===== config.mk =====
export PLATFORM = sky130hd
export DESIGN_NAME = regfile_wr_sched
export DESIGN_NICKNAME = d
export VERILOG_FILES = /design/src/rtl/regfile_sched_pkg.sv /design/src/rtl/regfile_wr_sched_rr_arbiter.sv /design/src/rtl/regfile_wr_sched.sv
export SDC_FILE = /design/constraint.sdc
export NUM_CORES = 1
export LEC_CHECK = 0
export ABC_CLOCK_PERIOD_IN_PS = 2250
export BUFFER_PORTS_ARGS = -buffer_cell sky130_fd_sc_hd__buf_2
export CAP_MARGIN = 10
export CORE_MARGIN = 4
export CORE_UTILIZATION = 44
export DETAILED_ROUTE_END_ITERATION = 10
export PLACE_DENSITY = 0.8
export SLEW_MARGIN = 25
export SYNTH_ARGS = -nofsm -noshare
export SYNTH_HDL_FRONTEND = slang
export SYNTH_SLANG_ARGS = --single-unit
export TNS_END_PERCENT = 30

===== constraint.sdc =====
create_clock -name clk -period 2.25 [get_ports clk]
set_input_delay 0.675 -clock clk [delete_from_list [all_inputs] [get_ports clk]]
set_output_delay 0.675 -clock clk [all_outputs]
set_load 0.02 [all_outputs]

===== src/rtl/regfile_sched_pkg.sv =====
// Shared types and constants for the SLC-3 register-file write-port scheduler.
package regfile_sched_pkg;

  localparam int NUM_REGS = 8;
  localparam int WORD_W   = 16;
  localparam int ADDR_W   = 3;

  typedef enum logic {
    CLEAR,
    RUN
  } sched_state_t;

  typedef struct packed {
    logic [ADDR_W-1:0] dr;
    logic [WORD_W-1:0] data;
  } wr_req_t;

  // Round-robin successor of a requester index, wrapping at n
  function automatic int unsigned rr_next(input int unsigned idx, input int unsigned n);
    return (idx + 1 >= n) ? 0 : idx + 1;
  endfunction

endpackage


===== src/rtl/regfile_wr_sched_rr_arbiter.sv =====
// rr_arbiter: NREQ-wide round-robin arbiter. The one-hot grant is combinational
// and the search starts at ptr; ptr moves just past the winner on every grant.
module rr_arbiter #(
  parameter int NREQ  = 3,
  parameter int PTR_W = $clog2(NREQ)
) (
  input  logic             clk,
  input  logic             reset,
  input  logic             enable,
  input  logic [NREQ-1:0]  req,
  output logic [NREQ-1:0]  gnt,
  output logic [PTR_W-1:0] gnt_idx,
  output logic             gnt_valid
);
  import regfile_sched_pkg::*;

  logic [PTR_W-1:0] ptr;

  // Pick the first pending request at or above ptr, wrapping modulo NREQ
  always_comb begin
    int unsigned idx;
    logic [PTR_W-1:0] sel;
    gnt       = '0;
    gnt_idx   = '0;
    gnt_valid = 1'b0;
    idx       = 0;
    sel       = '0;
    for (int k = 0; k < NREQ; k++) begin
      idx = 32'(ptr) + 32'(k);
      if (idx >= 32'(NREQ)) idx = idx - 32'(NREQ);
      sel = PTR_W'(idx);
      if (enable && !gnt_valid && req[sel]) begin
        gnt[sel]  = 1'b1;
        gnt_idx   = sel;
        gnt_valid = 1'b1;
      end
    end
  end

  // Advance the priority pointer past the winner; reset returns it to 0
  always_ff @(posedge clk) begin
    if (!reset) begin
      ptr <= '0;
    end else if (gnt_valid) begin
      ptr <= PTR_W'(rr_next(32'(gnt_idx), 32'(NREQ)));
    end
  end

endmodule


===== src/rtl/regfile_wr_sched.sv =====
// regfile_wr_sched: shares the single register-file write port between NREQ
// requesters using round-robin arbitration, with registered write outputs.
// Optional feature macro REGFILE_CLEAR_EN: after every reset, sweep R0..R7 to
// zero (busy=1) before any request is served.
module regfile_wr_sched #(
  parameter int NREQ   = 3,
  parameter int WORD_W = 16,
  parameter int ADDR_W = 3,
  parameter int PTR_W  = $clog2(NREQ)
) (
  input  logic                     clk,
  input  logic                     reset,
  input  logic [NREQ-1:0]          req,
  input  logic [NREQ*ADDR_W-1:0]   req_dr,
  input  logic [NREQ*WORD_W-1:0]   req_data,
  input  logic                     hold,
  output logic [NREQ-1:0]          gnt,
  output logic [ADDR_W-1:0]        wr_dr,
  output logic [WORD_W-1:0]        wr_data,
  output logic                     ld_reg,
  output logic                     busy
);
  import regfile_sched_pkg::*;

  sched_state_t     state_q;
  sched_state_t     state_d;
  logic             run_en;
  logic [PTR_W-1:0] gnt_idx;
  logic             gnt_valid;
  logic             sweep_wr;
  logic [ADDR_W-1:0] sweep_dr;

  // Grants are only issued in RUN, outside reset, and when the control unit is not stalling
  assign run_en = reset && (state_q == RUN) && !hold;

  rr_arbiter #(
    .NREQ  (NREQ),
    .PTR_W (PTR_W)
  ) u_arb (
    .clk       (clk),
    .reset     (reset),
    .enable    (run_en),
    .req       (req),
    .gnt       (gnt),
    .gnt_idx   (gnt_idx),
    .gnt_valid (gnt_valid)
  );

`ifdef REGFILE_CLEAR_EN
  localparam logic [2:0] LAST_REG = 3'(NUM_REGS - 1);

  logic [2:0] cnt;
  logic       clear_done;

  // State register: every reset restarts the clear sweep
  always_ff @(posedge clk) begin
    if (!reset) begin
      state_q <= CLEAR;
    end else begin
      state_q <= state_d;
    end
  end

  // Leave CLEAR one cycle after R7's write has been loaded, so busy covers that write
  always_comb begin
    state_d = state_q;
    if (state_q == CLEAR && clear_done) begin
      state_d = RUN;
    end
  end

  // Sweep counter walks R0..R7, then flags completion
  always_ff @(posedge clk) begin
    if (!reset) begin
      cnt        <= '0;
      clear_done <= 1'b0;
    end else if (state_q == CLEAR && !clear_done) begin
      cnt <= cnt + 3'd1;
      if (cnt == LAST_REG) begin
        clear_done <= 1'b1;
      end
    end
  end

  assign busy     = (state_q == CLEAR);
  assign sweep_wr = (state_q == CLEAR) && !clear_done;
  assign sweep_dr = ADDR_W'(cnt);
`else
  // State register: without the sweep the scheduler lives in RUN
  always_ff @(posedge clk) begin
    if (!reset) begin
      state_q <= RUN;
    end else begin
      state_q <= state_d;
    end
  end

  // Only one reachable state in this build
  always_comb begin
    state_d = RUN;
  end

  assign busy     = 1'b0;
  assign sweep_wr = 1'b0;
  assign sweep_dr = '0;
`endif

  // Registered write port: sweep writes zeros, a grant loads the winner's
  // request, otherwise ld_reg drops and the address/data hold
  always_ff @(posedge clk) begin
    if (!reset) begin
      ld_reg  <= 1'b0;
      wr_dr   <= '0;
      wr_data <= '0;
    end else if (sweep_wr) begin
      ld_reg  <= 1'b1;
      wr_dr   <= sweep_dr;
      wr_data <= '0;
    end else if (gnt_valid) begin
      ld_reg  <= 1'b1;
      wr_dr   <= req_dr[gnt_idx*ADDR_W +: ADDR_W];
      wr_data <= req_data[gnt_idx*WORD_W +: WORD_W];
    end else begin
      ld_reg  <= 1'b0;
    end
  end

endmodule

==> impl_metrics.prom, run 1 <==
# TYPE chip_impl_metric gauge
chip_impl_metric{name="cell_variety_after_synth",unit=""} 40
chip_impl_metric{name="syn_to_final_growth",unit="%"} 63.4
chip_impl_metric{name="cp.arrival",unit="ns"} 1.94
chip_impl_metric{name="synth_seq_area_share",unit=""} 0.286
chip_impl_metric{name="post_place_setup_slack",unit="ns"} -0.197
chip_impl_metric{name="hold_path_depth",unit=""} 2
chip_impl_info{name="endpoint_kind",value="output pin"} 1
chip_impl_metric{name="dr.first_iter.drc_count",unit=""} 77
chip_impl_metric{name="finalWeightedCongestion",unit=""} 0.887
chip_impl_metric{name="routed-via-count",unit=""} 1722
chip_impl_metric{name="path_max_fanout",unit=""} 3
chip_impl_metric{name="clock_path_buffers",unit=""} 2
chip_impl_metric{name="wire_per_inst",unit="um"} 15.2
chip_impl_info{name="layout_top_registers",value="wr_data (16), wr_dr (3), u_arb.ptr (2)"} 1
chip_impl_metric{name="h-tree-depth",unit=""} 1
chip_impl_metric{name="ys_ff_latch",unit=""} 22
chip_impl_metric{name="fin_ws",unit="ns"} -0.366
chip_impl_info{name="start_kind",value="flip-flop"} 1
chip_impl_info{name="violations",value="negative setup slack"} 1
chip_impl_metric{name="n_fill_cell",unit=""} 263
chip_impl_metric{name="die_w",unit="um"} 67.1
chip_impl_info{name="tritoncts_clock_tree",value="built"} 1
chip_impl_metric{name="vias_in_the_first_global_route",unit=""} 1652
chip_impl_metric{name="synth_area_per_cell",unit="sq um"} 9.10
chip_impl_metric{name="largest_register_ff_count",unit=""} 16
chip_impl_metric{name="detail_route.drc_violations",unit=""} 0
chip_impl_metric{name="total_power",unit="uW"} 1530
chip_impl_metric{name="drt-vias-per-instance",unit=""} 5.28
chip_impl_metric{name="cts.sink_count",unit=""} 22
chip_impl_metric{name="fin_skew",unit="ns"} 0.00201
chip_impl_metric{name="finish.net_count",unit=""} 348
chip_impl_metric{name="post-route-min-period",unit="ns"} 2.62
chip_impl_metric{name="pin_count_of_the_biggest_net_entering_global_routing",unit=""} 21
chip_impl_metric{name="final-setup-viol-count",unit=""} 23
chip_impl_metric{name="postRouteAntennaNets",unit=""} 0
chip_impl_metric{name="clk_pin_slew",unit="ns"} 0.13
chip_impl_metric{name="overall_die_area",unit="sq um"} 4500
chip_impl_metric{name="synthCells",unit=""} 169
chip_impl_info{name="rsz0062_at_grt",value="true"} 1
chip_impl_metric{name="design.portCount",unit=""} 87
chip_impl_metric{name="die_height",unit="um"} 67.1
chip_impl_metric{name="number_of_antenna_violations_at_the_first_check_in_global_routing",unit=""} 0
chip_impl_metric{name="firstDrtPassIters",unit=""} 4
chip_impl_metric{name="first_pass_grt_wire_length",unit="um"} 7290
chip_impl_metric{name="route.final.wire_length",unit="um"} 4950
chip_impl_metric{name="cts_inserted_buffers",unit=""} 3
chip_impl_metric{name="syn_area",unit="sq um"} 1540
chip_impl_metric{name="insertion_delay",unit="ns"} 0.32
chip_impl_metric{name="fmaxAchievable",unit="MHz"} 382
chip_impl_metric{name="final-hold-violation-count",unit=""} 0
chip_impl_metric{name="worst_ep_required_time",unit="ns"} 1.57
chip_impl_metric{name="port_buffers",unit=""} 85
chip_impl_metric{name="drive_gt1_frac",unit=""} 0.607
chip_impl_metric{name="p_leak",unit="uW"} 0.00108
chip_impl_metric{name="start_util",unit=""} 0.457
chip_impl_info{name="hold_class",value="reg2reg"} 1
chip_impl_info{name="max_flop_register",value="wr_data"} 1
chip_impl_metric{name="placement_rows",unit=""} 21
chip_impl_info{name="timing.setup.critical_path_class",value="reg2out"} 1
chip_impl_metric{name="synthesis.yosys.warnings",unit=""} 0
chip_impl_metric{name="core-area",unit="sq um"} 3360
chip_impl_metric{name="dp.final_hpwl",unit="um"} 3340
chip_impl_metric{name="final-max-slew-violation-count",unit=""} 0
chip_impl_metric{name="antenna_cells",unit=""} 0
chip_impl_metric{name="mappedNetlistNets",unit=""} 236
chip_impl_metric{name="grt.total_usage",unit=""} 0.207
chip_impl_info{name="status",value="complete, but fails checks"} 1
chip_impl_metric{name="worst_r2r_path_depth",unit=""} 12
chip_impl_metric{name="cap_violations",unit=""} 0
chip_impl_metric{name="timing.final.crit_share",unit=""} 1.16
chip_impl_metric{name="power.density_cell_area",unit="nW/um^2"} 609
chip_impl_metric{name="grt-ovfl-total",unit=""} 0
chip_impl_metric{name="vdd.ir_drop.worst",unit="mV"} 0.390
chip_impl_info{name="clockRootBuffer",value="sky130_fd_sc_hd__clkbuf_4"} 1
## report_power, final
group          total (uW)  internal [uW]  switching, uW
combinational         735            361            374
clock                 316            180            136
sequential            478            447           30.9
total                1530            988            541
## layout by cell type, fill, tap and decap left out, types with 2 or more instances in the layout
| cell type | n |
|---|---|
| sky130_fd_sc_hd__mux2i_1 | 19 |
| sky130_fd_sc_hd__buf_2 | 82 |
| sky130_fd_sc_hd__o21ai_4 | 2 |
| sky130_fd_sc_hd__o21ai_2 | 2 |
| sky130_fd_sc_hd__buf_4 | 29 |
| sky130_fd_sc_hd__nor2_1 | 3 |
| sky130_fd_sc_hd__dfxtp_1 | 20 |
| sky130_fd_sc_hd__clkbuf_4 | 3 |
| sky130_fd_sc_hd__o221ai_2 | 12 |
| sky130_fd_sc_hd__a21oi_1 | 2 |
| sky130_fd_sc_hd__a21oi_2 | 2 |
| sky130_fd_sc_hd__nand2_1 | 43 |
| sky130_fd_sc_hd__buf_6 | 5 |
| sky130_fd_sc_hd__nor2_2 | 2 |
| sky130_fd_sc_hd__buf_12 | 4 |
| sky130_fd_sc_hd__ha_4 | 3 |
| sky130_fd_sc_hd__nor2b_1 | 2 |
| sky130_fd_sc_hd__o221ai_1 | 7 |
| sky130_fd_sc_hd__inv_2 | 2 |
## synth_stat cells
cell                         n  area, sq um
sky130_fd_sc_hd__a211o_1     1         8.76
sky130_fd_sc_hd__a21oi_1     3         15.0
sky130_fd_sc_hd__a21oi_2     1         8.76
sky130_fd_sc_hd__a221o_1     1         10.0
sky130_fd_sc_hd__a22oi_1     1         7.51
sky130_fd_sc_hd__a31o_2      1         8.76
sky130_fd_sc_hd__a31oi_1     2         12.5
sky130_fd_sc_hd__a32oi_1     1         8.76
sky130_fd_sc_hd__and2b_1     1         7.51
sky130_fd_sc_hd__and3b_1     1         8.76
sky130_fd_sc_hd__buf_2       7         35.0
sky130_fd_sc_hd__buf_4       4         30.0
sky130_fd_sc_hd__buf_6       4         45.0
sky130_fd_sc_hd__conb_1      1         3.75
sky130_fd_sc_hd__dfxtp_1    22          440
sky130_fd_sc_hd__ha_1        4         50.1
sky130_fd_sc_hd__inv_1       3         11.3
sky130_fd_sc_hd__mux2i_1    20          200
sky130_fd_sc_hd__mux2i_2     1         13.8
sky130_fd_sc_hd__nand2_1    44          165
sky130_fd_sc_hd__nand2b_1    1         6.26
sky130_fd_sc_hd__nand2b_4    1         13.8
sky130_fd_sc_hd__nand3b_1    1         7.51
sky130_fd_sc_hd__nor2_1      5         18.8
sky130_fd_sc_hd__nor2_4      1         11.3
sky130_fd_sc_hd__nor2b_1     3         18.8
sky130_fd_sc_hd__nor3_1      1         5.00
sky130_fd_sc_hd__nor3b_1     1         7.51
sky130_fd_sc_hd__nor4b_2     1         15.0
sky130_fd_sc_hd__o21a_1      1         7.51
sky130_fd_sc_hd__o21ai_0     3         15.0
sky130_fd_sc_hd__o21ai_2     2         17.5
sky130_fd_sc_hd__o21ba_4     1         16.3
sky130_fd_sc_hd__o221ai_1    9         78.8
sky130_fd_sc_hd__o221ai_2   10          150
sky130_fd_sc_hd__o22ai_2     1         12.5
sky130_fd_sc_hd__o2bb2a_4    1         20.0
sky130_fd_sc_hd__o2bb2ai_1   1         8.76
sky130_fd_sc_hd__o32ai_1     1         8.76
sky130_fd_sc_hd__or2b_1      1         7.51
## layer usage
metal | vias to the layer above | share of wire | GRT usage
li1 | 844 | - | -
met1 | 800 | 0.41 | 0.255
met2 | 72 | 0.51 | 0.367
met3 | 6 | 0.069 | 0.0354
met4 | 0 | 0.011 | 0.0582
met5 | - | 0 | 0
## kinds of logic (layout without fill, tap and decap cells)
logic type	Yosys count	in the layout	share of synthesized area
flops	22	22	0.286
buf+inv	18	129	0.0789
mux	21	21	0.139
other cells	1	1	0.00244
compound gates	41	41	0.270
fa+ha+maj	4	4	0.0325
simple gates	62	62	0.190
## layout make-up
class	count	area (sq um)	area share
flip-flops and latches	22	445	0.177
clock inverters	1	30.0	0.0120
clock buffers	3	22.5	0.00896
inverters	3	13.8	0.00548
repair buffers	122	817	0.325
multi-input cells	129	1130	0.448
well taps	46	57.6	0.0229
## per-stage QoR
step / hold WS [ns] / utilization / setup TNS [ns] / cell area (sq um) / std cells
CTS: 0.513 / 0.723 / -1.64 / 2430 / 326
global placement: 0.488 / 0.655 / -0.469 / 2200 / 316
floorplan: 0.497 / - / -0.142 / 1540 / 169
finish: 0.514 / 0.747 / -1.82 / 2510 / 326
detailed placement: 0.495 / 0.655 / -0.963 / 2200 / 316
global route: 0.537 / 0.747 / -3.85 / 2510 / 326
## critical path: stages (launching register included)
cell and delay (ns):
sky130_fd_sc_hd__dfxtp_2 0.36, sky130_fd_sc_hd__buf_6 0.12, sky130_fd_sc_hd__ha_4 0.26, sky130_fd_sc_hd__buf_6 0.09, sky130_fd_sc_hd__nand3b_1 0.14, sky130_fd_sc_hd__buf_4 0.19, sky130_fd_sc_hd__o21ai_4 0.08, sky130_fd_sc_hd__nand2_2 0.09
sky130_fd_sc_hd__a31oi_4 0.14, sky130_fd_sc_hd__buf_6 0.14
## final timing paths
kind,startpoint,end,slack [ns]
max reg2reg,u_arb.ptr[1],wr_dr[1],-0.08
min,wr_data[4],wr_data[4],0.51
max,u_arb.ptr[1],gnt[2],-0.37
min reg2reg,wr_data[4],wr_data[4],0.51
## what timing repair did
action	4_1_cts	5_1_grt
resized for setup	26	17
setup endpoints to repair	22	23
pin swaps	7	8
hold buffers	0	0
cloned	2	0
setup buffers	4	0
No activity file was read; power rests on OpenSTA's default activity.
==> inputs of run 2 (changes only) <==
--- a/config.mk
+++ b/config.mk
@@ -8,7 +8,6 @@
 export ABC_CLOCK_PERIOD_IN_PS = 2250
 export BUFFER_PORTS_ARGS = -buffer_cell sky130_fd_sc_hd__buf_2
 export CAP_MARGIN = 10
-export CORE_MARGIN = 4
 export CORE_UTILIZATION = 44
 export DETAILED_ROUTE_END_ITERATION = 10
 export PLACE_DENSITY = 0.8
==> run 2 against run 1 <==
The run still ends with negative setup slack left. Largest cell class unchanged. First-iteration DRC count is 25% lower. Clock skew is 0.010 ns higher. Largest power group unchanged. Setup slack better by 0.039 ns. Via count is 2.3% lower. Die area is 17% lower.
==> impl_metrics.prom, run 2 (synthesis results as in run 1) <==
# TYPE chip_impl_metric gauge
chip_impl_info{name="status",value="complete, but fails checks"} 1
chip_impl_metric{name="h-tree-depth",unit=""} 1
chip_impl_metric{name="clk_pin_slew",unit="ns"} 0.12
chip_impl_metric{name="firstDrtPassIters",unit=""} 4
chip_impl_info{name="layout_commonest_cell",value="sky130_fd_sc_hd__buf_2"} 1
chip_impl_metric{name="drive_gt1_frac",unit=""} 0.569
chip_impl_metric{name="p_leak",unit="uW"} 0.00100
chip_impl_metric{name="first_pass_grt_wire_length",unit="um"} 6580
chip_impl_metric{name="cp.arrival",unit="ns"} 1.90
chip_impl_metric{name="final-hold-violation-count",unit=""} 0
chip_impl_metric{name="vias_in_the_first_global_route",unit=""} 1529
chip_impl_metric{name="port_buffers",unit=""} 85
chip_impl_metric{name="cts_inserted_buffers",unit=""} 3
chip_impl_metric{name="placement_rows",unit=""} 21
chip_impl_metric{name="post-route-min-period",unit="ns"} 2.58
chip_impl_metric{name="cts.sink_count",unit=""} 22
chip_impl_info{name="timing.setup.critical_path_class",value="reg2out"} 1
chip_impl_metric{name="postRouteAntennaNets",unit=""} 0
chip_impl_metric{name="overall_die_area",unit="sq um"} 3740
chip_impl_metric{name="syn_to_final_growth",unit="%"} 50.5
chip_impl_metric{name="finalWeightedCongestion",unit=""} 0.824
chip_impl_metric{name="grt_use_met1",unit=""} 0.278
chip_impl_info{name="crit_path_cell_trace",value="inv_4 > ha_4 > buf_6 > mux2i_4 > o21ba_4 > o21ai_2 > a31oi_1 > buf_4"} 1
chip_impl_info{name="highest_utilization_routing_layer_at_the_global_route_stage",value="met2"} 1
chip_impl_info{name="max_flop_register",value="wr_data"} 1
chip_impl_info{name="crit_path_top_delay_cell",value="sky130_fd_sc_hd__dfxtp_4"} 1
chip_impl_info{name="rsz0062_at_grt",value="true"} 1
chip_impl_metric{name="cts_hold_repair.buffers",unit=""} 0
chip_impl_metric{name="pin_count_of_the_biggest_net_entering_global_routing",unit=""} 22
chip_impl_info{name="layout_top_registers",value="wr_data (16), wr_dr (3), u_arb.ptr (2)"} 1
chip_impl_metric{name="finish.net_count",unit=""} 343
chip_impl_info{name="tritoncts_clock_tree",value="built"} 1
chip_impl_metric{name="route.final.wire_length",unit="um"} 4270
chip_impl_metric{name="cap_violations",unit=""} 0
chip_impl_info{name="start_kind",value="flip-flop"} 1
chip_impl_metric{name="final-max-slew-violation-count",unit=""} 0
chip_impl_info{name="hold_class",value="reg2reg"} 1
chip_impl_metric{name="grt.total_usage",unit=""} 0.230
chip_impl_metric{name="regArea",unit="sq um"} 448
chip_impl_metric{name="cpPeakStageDelay",unit="ns"} 0.39
chip_impl_metric{name="fin_skew",unit="ns"} 0.0123
chip_impl_metric{name="insertion_delay",unit="ns"} 0.30
chip_impl_metric{name="dr.first_iter.drc_count",unit=""} 58
chip_impl_metric{name="placedCellCount",unit=""} 316
chip_impl_metric{name="power.density_cell_area",unit="nW/um^2"} 564
chip_impl_metric{name="fmaxAchievable",unit="MHz"} 388
chip_impl_metric{name="multiInputGateArea",unit="sq um"} 1060
chip_impl_metric{name="path_max_fanout",unit=""} 6
chip_impl_metric{name="grt-ovfl-total",unit=""} 0
chip_impl_metric{name="groute.layer.met2.usage",unit=""} 0.421
chip_impl_metric{name="drt-vias-per-instance",unit=""} 5.26
chip_impl_metric{name="start_util",unit=""} 0.461
chip_impl_metric{name="number_of_antenna_violations_at_the_first_check_in_global_routing",unit=""} 0
chip_impl_metric{name="routed-via-count",unit=""} 1682
chip_impl_metric{name="worst_ep_required_time",unit="ns"} 1.57
chip_impl_metric{name="clock_path_buffers",unit=""} 2
chip_impl_metric{name="antenna_cells",unit=""} 0
chip_impl_metric{name="fin_ws",unit="ns"} -0.327
chip_impl_metric{name="wire_per_inst",unit="um"} 13.4
chip_impl_metric{name="post_place_setup_slack",unit="ns"} -0.232
chip_impl_metric{name="n_fill_cell",unit=""} 270
chip_impl_metric{name="vdd.ir_drop.worst",unit="mV"} 0.440
chip_impl_metric{name="whs",unit="ns"} 0.508
chip_impl_info{name="violations",value="negative setup slack"} 1
chip_impl_metric{name="detail_route.drc_violations",unit=""} 0
chip_impl_metric{name="dp.final_hpwl",unit="um"} 3200
chip_impl_metric{name="final_util",unit=""} 0.694
chip_impl_metric{name="timing.final.crit_share",unit=""} 1.15
chip_impl_info{name="mostFrequentLayoutCells",value="83 x sky130_fd_sc_hd__buf_2, 44 x sky130_fd_sc_hd__nand2_1, 30 x sky130_fd_sc_hd__buf_4"} 1
chip_impl_metric{name="die_height",unit="um"} 61.1
chip_impl_metric{name="instances_no_fill",unit=""} 320
chip_impl_metric{name="largest_register_ff_count",unit=""} 16
chip_impl_info{name="clockRootBuffer",value="sky130_fd_sc_hd__clkbuf_4"} 1
chip_impl_metric{name="die_w",unit="um"} 61.1
chip_impl_metric{name="final-setup-viol-count",unit=""} 3
chip_impl_metric{name="globalRouteMet3Util",unit=""} 0.0525
chip_impl_metric{name="core-area",unit="sq um"} 3340
chip_impl_info{name="endpoint_kind",value="output pin"} 1
chip_impl_metric{name="design.portCount",unit=""} 87
[run 2: layer usage]
layer  part of all wire  vias to the layer above  routed length (um)
met5                  0                        -                   0
met4                  0                        0                   0
met3              0.059                        0                 254
met2               0.52                       63                2240
met1               0.42                      791                1780
li1                   -                      828                   -
[run 2: power breakdown]
part | switching, uW | internal (uW) | total, uW
Clock | 109 | 62.4 | 172
Combinational | 335 | 323 | 658
Sequential | 30.3 | 447 | 477
[run 2: what timing repair did]
item / in CTS / in global routing
cloned: 0 / 0
setup buffers: 1 / 0
endpoints found under the setup margin: 4 / 3
gates resized for setup: 22 / 3
pin swaps: 5 / 1
[run 2: final timing paths]
check | cells after the start | startpoint | slack [ns] | to
min reg2reg | 2 | wr_data[5] | 0.51 | wr_data[5]
min | 2 | wr_data[5] | 0.51 | wr_data[5]
max reg2reg | 10 | u_arb.ptr[0] | 0.12 | wr_data[7]
max | 8 | u_arb.ptr[1] | -0.33 | gnt[2]
[run 2: per-stage QoR]
step	total power (uW)	instance area, sq um	setup TNS, ns
after floorplan	838	1540	-0.142
after global placement	1080	2190	-0.314
after detailed placement	1090	2190	-0.558
after CTS	1300	2300	-0.891
after global routing	1390	2310	-1.21
final	1310	2310	-0.957
[run 2: final cells by class]
type                       instances  share of cell area
clock buffer                       3             0.00973
inverter                           3             0.00703
multi-input combinational        129               0.457
sequential                        22               0.194
tap                               46              0.0249
timing repair buffer             117               0.308
[run 2: worst max-delay path, delay by kind of cell (launching register included)]
kind                     cells  cell delay (ns)
AO/OA/AOI/OAI                3             0.42
adder cells (fa/ha/maj)      1             0.17
buffers and inverters        3             0.36
flip-flops                   1             0.39
multiplexers                 1             0.26
